File: src/rtl/stack_sched_pkg.sv
// Shared definitions for the two-requester stack scheduler: op encodings,
// FSM states, default geometry and the round-robin pick helper.
package stack_sched_pkg;

    localparam int DEF_DEPTH = 4;
    localparam int DEF_WIDTH = 4;

    localparam logic [1:0] OP_PUSH = 2'b00;
    localparam logic [1:0] OP_POP  = 2'b01;
    localparam logic [1:0] OP_EXCH = 2'b10;
    localparam logic [1:0] OP_PEEK = 2'b11;

    typedef enum logic [1:0] {
        IDLE = 2'b00,
        EXEC = 2'b01,
        RESP = 2'b10
    } state_t;

    // Returns the winning requester id; prio names the requester favoured on a tie.
    function automatic logic rr_pick(input logic req_a, input logic req_b, input logic prio);
        logic win;
        if (req_a && req_b) begin
            win = prio;
        end else if (req_b) begin
            win = 1'b1;
        end else begin
            win = 1'b0;
        end
        return win;
    endfunction

endpackage

File: src/rtl/stack_sched_core.sv
// stack_core: DEPTH x WIDTH LIFO storage with entry counter, one command per cycle.
// Optional peek support is enabled by defining STACK_SCHED_PEEK_EN.
module stack_core
    import stack_sched_pkg::*;
#(
    parameter int DEPTH = DEF_DEPTH,
    parameter int WIDTH = DEF_WIDTH
) (
    input  logic                     i_clk,
    input  logic                     i_rst,
    input  logic                     i_cmd_vld,
    input  logic [1:0]               i_op,
    input  logic [WIDTH-1:0]         i_din,
    output logic [$clog2(DEPTH):0]   o_depth,
    output logic                     o_res_err,
    output logic [WIDTH-1:0]         o_res_dout,
    output logic                     o_ovf_evt,
    output logic                     o_unf_evt,
    output logic                     o_push_ok,
    output logic                     o_pop_ok
);

    localparam int AW = $clog2(DEPTH);
    localparam logic [AW:0]   CNT_ONE  = (AW+1)'(1);
    localparam logic [AW:0]   CNT_TWO  = (AW+1)'(2);
    localparam logic [AW:0]   CNT_FULL = (AW+1)'(DEPTH);
    localparam logic [AW-1:0] IDX_ONE  = AW'(1);
    localparam logic [AW-1:0] IDX_TWO  = AW'(2);

    logic [WIDTH-1:0] r_mem [DEPTH];
    logic [AW:0]      r_depth;

    logic [WIDTH-1:0] w_mem_nxt [DEPTH];
    logic [AW:0]      w_depth_nxt;
    logic [AW-1:0]    w_wr_idx;
    logic [AW-1:0]    w_top_idx;
    logic [AW-1:0]    w_sec_idx;
    logic             w_err;
    logic [WIDTH-1:0] w_dout;
    logic             w_ovf;
    logic             w_unf;
    logic             w_push_ok;
    logic             w_pop_ok;

    // Index arithmetic wraps modulo DEPTH, so a full stack still yields the correct top index.
    assign w_wr_idx  = r_depth[AW-1:0];
    assign w_top_idx = w_wr_idx - IDX_ONE;
    assign w_sec_idx = w_wr_idx - IDX_TWO;

    // Next stack contents and result for the presented command.
    always_comb begin
        w_mem_nxt   = r_mem;
        w_depth_nxt = r_depth;
        w_err       = 1'b0;
        w_dout      = {WIDTH{1'b0}};
        w_ovf       = 1'b0;
        w_unf       = 1'b0;
        w_push_ok   = 1'b0;
        w_pop_ok    = 1'b0;
        case (i_op)
            OP_PUSH: begin
                if (r_depth == CNT_FULL) begin
                    w_err = 1'b1;
                    w_ovf = 1'b1;
                end else begin
                    w_mem_nxt[w_wr_idx] = i_din;
                    w_depth_nxt         = r_depth + CNT_ONE;
                    w_push_ok           = 1'b1;
                end
            end
            OP_POP: begin
                if (r_depth == {(AW+1){1'b0}}) begin
                    w_err = 1'b1;
                    w_unf = 1'b1;
                end else begin
                    w_dout               = r_mem[w_top_idx];
                    w_mem_nxt[w_top_idx] = {WIDTH{1'b0}};
                    w_depth_nxt          = r_depth - CNT_ONE;
                    w_pop_ok             = 1'b1;
                end
            end
            OP_EXCH: begin
                if (r_depth < CNT_TWO) begin
                    w_err = 1'b1;
                end else begin
                    w_mem_nxt[w_top_idx] = r_mem[w_sec_idx];
                    w_mem_nxt[w_sec_idx] = r_mem[w_top_idx];
                    w_dout               = r_mem[w_sec_idx];
                end
            end
            OP_PEEK: begin
`ifdef STACK_SCHED_PEEK_EN
                if (r_depth == {(AW+1){1'b0}}) begin
                    w_err = 1'b1;
                    w_unf = 1'b1;
                end else begin
                    w_dout = r_mem[w_top_idx];
                end
`else
                w_err = 1'b1;
`endif
            end
            default: begin
                w_err = 1'b1;
            end
        endcase
    end

    // Storage and counter; only a valid command commits its next state.
    always_ff @(posedge i_clk) begin
        if (i_rst) begin
            r_mem   <= '{default: {WIDTH{1'b0}}};
            r_depth <= {(AW+1){1'b0}};
        end else if (i_cmd_vld) begin
            r_mem   <= w_mem_nxt;
            r_depth <= w_depth_nxt;
        end
    end

    assign o_depth    = r_depth;
    assign o_res_err  = w_err;
    assign o_res_dout = w_dout;
    assign o_ovf_evt  = w_ovf;
    assign o_unf_evt  = w_unf;
    assign o_push_ok  = w_push_ok;
    assign o_pop_ok   = w_pop_ok;

endmodule

File: src/rtl/stack_sched.sv
// stack_sched: round-robin arbiter and IDLE/EXEC/RESP sequencer in front of stack_core.
// Define STACK_SCHED_PEEK_EN to make op 11 a non-destructive read of the top entry.
module stack_sched
    import stack_sched_pkg::*;
#(
    parameter int DEPTH = DEF_DEPTH,
    parameter int WIDTH = DEF_WIDTH
) (
    input  logic                   ctl,
    input  logic                   rst,
    input  logic                   req0,
    input  logic                   req1,
    input  logic [1:0]             op0,
    input  logic [1:0]             op1,
    input  logic [WIDTH-1:0]       din0,
    input  logic [WIDTH-1:0]       din1,
    output logic                   ack0,
    output logic                   ack1,
    output logic                   err0,
    output logic                   err1,
    output logic [WIDTH-1:0]       dout0,
    output logic [WIDTH-1:0]       dout1,
    output logic [$clog2(DEPTH):0] depth,
    output logic                   over,
    output logic                   under
);

    state_t           r_state;
    state_t           w_state_nxt;
    logic             w_grant;
    logic             w_exec;
    logic             w_resp;
    logic             w_win;

    logic             r_prio;
    logic             r_id;
    logic [1:0]       r_op;
    logic [WIDTH-1:0] r_din;
    logic             r_res_err;
    logic [WIDTH-1:0] r_res_dout;
    logic             r_over;
    logic             r_under;
    logic             r_ack0;
    logic             r_ack1;
    logic             r_err0;
    logic             r_err1;
    logic [WIDTH-1:0] r_dout0;
    logic [WIDTH-1:0] r_dout1;

    logic             w_res_err;
    logic [WIDTH-1:0] w_res_dout;
    logic             w_ovf_evt;
    logic             w_unf_evt;
    logic             w_push_ok;
    logic             w_pop_ok;

    assign w_win = rr_pick(req0, req1, r_prio);

    // FSM state register.
    always_ff @(posedge ctl) begin
        if (rst) begin
            r_state <= IDLE;
        end else begin
            r_state <= w_state_nxt;
        end
    end

    // Next-state and per-phase strobes.
    always_comb begin
        w_state_nxt = r_state;
        w_grant     = 1'b0;
        w_exec      = 1'b0;
        w_resp      = 1'b0;
        case (r_state)
            IDLE: begin
                if (req0 || req1) begin
                    w_state_nxt = EXEC;
                    w_grant     = 1'b1;
                end else begin
                    w_state_nxt = IDLE;
                end
            end
            EXEC: begin
                w_state_nxt = RESP;
                w_exec      = 1'b1;
            end
            RESP: begin
                w_state_nxt = IDLE;
                w_resp      = 1'b1;
            end
            default: begin
                w_state_nxt = IDLE;
            end
        endcase
    end

    // Request capture, result/flag capture and the one-cycle response pulse.
    always_ff @(posedge ctl) begin
        if (rst) begin
            r_prio     <= 1'b0;
            r_id       <= 1'b0;
            r_op       <= 2'b00;
            r_din      <= {WIDTH{1'b0}};
            r_res_err  <= 1'b0;
            r_res_dout <= {WIDTH{1'b0}};
            r_over     <= 1'b0;
            r_under    <= 1'b0;
            r_ack0     <= 1'b0;
            r_ack1     <= 1'b0;
            r_err0     <= 1'b0;
            r_err1     <= 1'b0;
            r_dout0    <= {WIDTH{1'b0}};
            r_dout1    <= {WIDTH{1'b0}};
        end else begin
            r_ack0  <= 1'b0;
            r_ack1  <= 1'b0;
            r_err0  <= 1'b0;
            r_err1  <= 1'b0;
            r_dout0 <= {WIDTH{1'b0}};
            r_dout1 <= {WIDTH{1'b0}};
            if (w_grant) begin
                r_id   <= w_win;
                r_op   <= w_win ? op1 : op0;
                r_din  <= w_win ? din1 : din0;
                r_prio <= ~w_win;
            end
            if (w_exec) begin
                r_res_err  <= w_res_err;
                r_res_dout <= w_res_dout;
                // Sticky flags: set by the failing op, cleared by the opposite successful op.
                if (w_ovf_evt) begin
                    r_over <= 1'b1;
                end else if (w_pop_ok) begin
                    r_over <= 1'b0;
                end
                if (w_unf_evt) begin
                    r_under <= 1'b1;
                end else if (w_push_ok) begin
                    r_under <= 1'b0;
                end
            end
            if (w_resp) begin
                r_ack0  <= ~r_id;
                r_ack1  <= r_id;
                r_err0  <= ~r_id & r_res_err;
                r_err1  <= r_id & r_res_err;
                r_dout0 <= r_id ? {WIDTH{1'b0}} : r_res_dout;
                r_dout1 <= r_id ? r_res_dout : {WIDTH{1'b0}};
            end
        end
    end

    stack_core #(
        .DEPTH (DEPTH),
        .WIDTH (WIDTH)
    ) u_core (
        .i_clk      (ctl),
        .i_rst      (rst),
        .i_cmd_vld  (w_exec),
        .i_op       (r_op),
        .i_din      (r_din),
        .o_depth    (depth),
        .o_res_err  (w_res_err),
        .o_res_dout (w_res_dout),
        .o_ovf_evt  (w_ovf_evt),
        .o_unf_evt  (w_unf_evt),
        .o_push_ok  (w_push_ok),
        .o_pop_ok   (w_pop_ok)
    );

    assign ack0  = r_ack0;
    assign ack1  = r_ack1;
    assign err0  = r_err0;
    assign err1  = r_err1;
    assign dout0 = r_dout0;
    assign dout1 = r_dout1;
    assign over  = r_over;
    assign under = r_under;

endmodule

File: config.mk
export PLATFORM = sky130hd
export DESIGN_NAME = stack_sched
export DESIGN_NICKNAME = d
export VERILOG_FILES = /design/src/rtl/stack_sched_pkg.sv /design/src/rtl/stack_sched_core.sv /design/src/rtl/stack_sched.sv
export SDC_FILE = /design/constraint.sdc
export NUM_CORES = 1
export LEC_CHECK = 0
export BUFFER_PORTS_ARGS = -buffer_cell sky130_fd_sc_hd__buf_2
export CAP_MARGIN = 20
export CORE_ASPECT_RATIO = 0.75
export CORE_MARGIN = 2
export CORE_UTILIZATION = 35
export CTS_CLUSTER_SIZE = 25
export DETAILED_ROUTE_END_ITERATION = 12
export GPL_TIMING_DRIVEN = 0
export HOLD_SLACK_MARGIN = 0.12
export MAX_ROUTING_LAYER = met4
export PLACE_DENSITY_LB_ADDON = 0.1
export SETUP_SLACK_MARGIN = 0.3
export SYNTH_ARGS = -nofsm -noshare
export SYNTH_HDL_FRONTEND = slang
export SYNTH_SLANG_ARGS = --single-unit
File: constraint.sdc
create_clock -name ctl -period 3.05 [get_ports ctl]
set_input_delay 0.1525 -clock ctl [delete_from_list [all_inputs] [get_ports ctl]]
set_output_delay 0.1525 -clock ctl [all_outputs]
set_load 0.03 [all_outputs]
==> results.txt <==
routed wire length -> 8600 um
cells after synthesis -> 332
Pre-Repair DR Iteration Count -> 5
Setup Buffers After CTS -> 0
FF+latch area -> 962 um^2
RSZ-0062 raised after global routing -> no
worst hold start -> din1[1]
DP Wirelength -> 6430 um
Mapped Area -> 0.00286 mm^2
clk sinks -> 48
total of max-cap violations -> 0
clock latency on the worst-skew pair -> 0.31 ns
largest net degree at the start of global routing -> 16
Slew HR -> 28.7%
worst hold path class -> primary input to flop
Final Util -> 42.7%
critical path launch point type -> flop
post-DR vias/cell -> 5.76
post-synth top area share -> 33.7%
Final Slew Violations -> 0
CP max-delay cell -> ha_2
antenna violations before repair -> 0
most frequent cells in the layout -> dfxtp_1, buf_2, nor2_1
Leakage Power -> 0.00125 uW
Final min period -> 2.59 ns
Hold EP -> r_din[1]
switching share of total power -> 33.4%
final RePlAce weighted congestion -> 0.822
DRT iter0 DRCs -> 318
Die Span Y -> 82.2 um
largest fanout on the critical path -> 10
R2R Setup Slk -> 0.46 ns
CTS max path bufs -> 2
power share of the clock group -> 30.0%
most common cell after layout, fill and taps aside -> dfxtp_1
Worst Setup End Kind -> flop
clock root cell -> clkbuf_8
Global Route Usage Sum -> 20.6%
critical path class -> flop to flop
first-pass GRT wire length -> 13600 um
post-synth net total -> 361
Worst Hold Path Cells -> 3
vias in the first global route -> 2539
EDFF count, synth -> 0
Yosys top cell by area -> dfxtp_1
reg2reg path depth -> 8
sequence of cells on the critical path -> buf_2, clkbuf_4, inv_1, ha_2, mux4_2, a32oi_1, a2bb2oi_1, nor2_1
Max VDD drop -> 0.000183 V
met1 usage -> 30.2%
H-Tree Depth -> 2
layout cells sized above 1 -> 17.8%
Crit path largest cell delay -> 0.45 ns
pwr/cell area -> 468 mW/mm^2
Max Clock Skew -> 0.00602 ns
Async SR Flop Fraction -> 0%
Area Growth Syn to Fin -> 18.3%
Syn Area/Cell -> 8.60 um^2
run status -> completed
fin nets -> 410
Multi-input gate area -> 0.00176 mm^2
final period utilization -> 85.0%
diode count -> 0
Worst Tran Pin Value -> 1.05 ns
Fmax achieved -> 386 MHz
P_sw -> 528 uW
M3 GR Usage -> 4.08%
routed len/inst -> 17.7 um
die area -> 0.00890 mm^2
post-synthesis sequential area ratio -> 33.7%
number of synthesis warnings -> 0
CTS tree -> built
Starting Density -> 36.1%
# DRC -> 0
gr ovfl total -> 0
WP data arrival -> 2.78 ns
clock-pin slew of the registers on the worst-case setup and hold paths -> 0.09 ns
internal power -> 1050 uW
final setup violation count -> 0
worst r2r src -> u_core.o_depth[1]
setup TNS -> 0 ns
Port Buffers -> 31
Rows -> 28
met2 usage -> 29.0%
top_reg_cell synth -> dfxtp_1
Synth area leaders -> dfxtp_1, ha_1, a21oi_1, a32oi_1, nor2_1
Top Ports -> 33
Cell variety after synth -> 50
worst r2r dst -> r_res_dout[1]
sequential power share -> 43.0%
CP required -> 3.24 ns
Num CTS Buffers -> 5
Synth Register Bits -> 48
Final Hold Fails -> 0
Die Wd -> 108 um
post-route ant nets -> 0
core area -> 0.00792 mm^2
Fill cells -> 815
Combinational Power Share -> 27.0%
DR vias -> 2807
Top Usage Layer GRT -> met1
==> cell families after synthesis <==
group / Yosys count / share of synthesized area (%)
XOR/XNOR: 2 / 0.614
flip-flops: 48 / 33.7
adder cells (fa/ha/maj): 13 / 5.96
multiplexers: 11 / 5.92
buffers and inverters: 31 / 5.04
AO/OA/AOI/OAI: 116 / 29.0
AND/OR/NAND/NOR: 111 / 19.9
==> metrics by stage <==
step | instances | instance area (um^2) | setup WS (ns) | hold WS (ns) | power (uW)
after global routing | 487 | 3380 | 0.300 | 0.163 | 1660
after detailed placement | 468 | 3140 | 0.380 | 0.400 | 1090
after CTS | 487 | 3360 | 0.332 | 0.122 | 1580
final | 487 | 3380 | 0.458 | 0.128 | 1580
after floorplan | 332 | 2860 | 0.648 | 0.303 | 970
after global placement | 468 | 3140 | 0.374 | 0.398 | 1080
==> how the worst max path moves through the flow <==
stage	startpoint	end	slack (ns)	cells past startpoint
global route	u_core.o_depth[1]	r_res_dout[0]	0.30	8
finish	u_core.o_depth[1]	r_res_dout[1]	0.46	8
detailed placement	u_core.o_depth[1]	r_res_dout[0]	0.38	8
floorplan	u_core.o_depth[0]	flop	0.65	8
CTS	u_core.o_depth[0]	u_core.o_depth[1]	0.33	8
global placement	u_core.o_depth[0]	r_res_dout[0]	0.37	8
==> final cells by class <==
type,instances,area share (%)
buffer,23,3.44
clock buffer,5,2.04
clock inverter,3,1.26
inverter,8,0.889
multi-input combinational,253,52.1
sequential,48,28.5
tap,105,3.89
timing repair buffer,42,7.85
==> routing by layer <==
layer / vias to the layer above / share of wire [%]
met5: - / 0
met4: 0 / 1.6
met3: 17 / 8.0
met2: 129 / 39
met1: 1317 / 52
li1: 1344 / -
==> power by group through the flow <==
stage	clock [uW]	combinational [uW]	sequential [uW]
after global placement	0	391	692
after global routing	507	467	683
final	474	427	679
after CTS	489	414	677
after detailed placement	0	393	692
after floorplan	0	277	693
==> synth_stat cells, types with 5 or more instances <==
library cell	number
a32oi_1	12
o31ai_1	10
a22oi_1	6
nor3_1	5
clkbuf_1	10
a21oi_1	23
and2_1	13
nor2b_1	15
ha_1	12
a222oi_1	6
o21a_1	5
buf_2	7
nand3_1	8
a221oi_1	7
o21ai_0	16
nor2_1	27
dfxtp_1	48
inv_1	8
nand2_1	26
==> critical path, delay by kind of cell, from the launching register on <==
family | cells | cell delay, ns
buffers and inverters | 3 | 0.69
AOI/OAI and AO/OA | 2 | 0.47
adders and majority gates | 1 | 0.45
DFF | 1 | 0.41
muxes | 1 | 0.40
and+or+nand+nor | 1 | 0.05
==> what timing repair did <==
item,in CTS,in global routing
hold endpoints to repair,6,0
setup endpoints to repair,0,14
hold buffers,11,0
resized for setup,0,5
(Power assumes the default switching activity.)
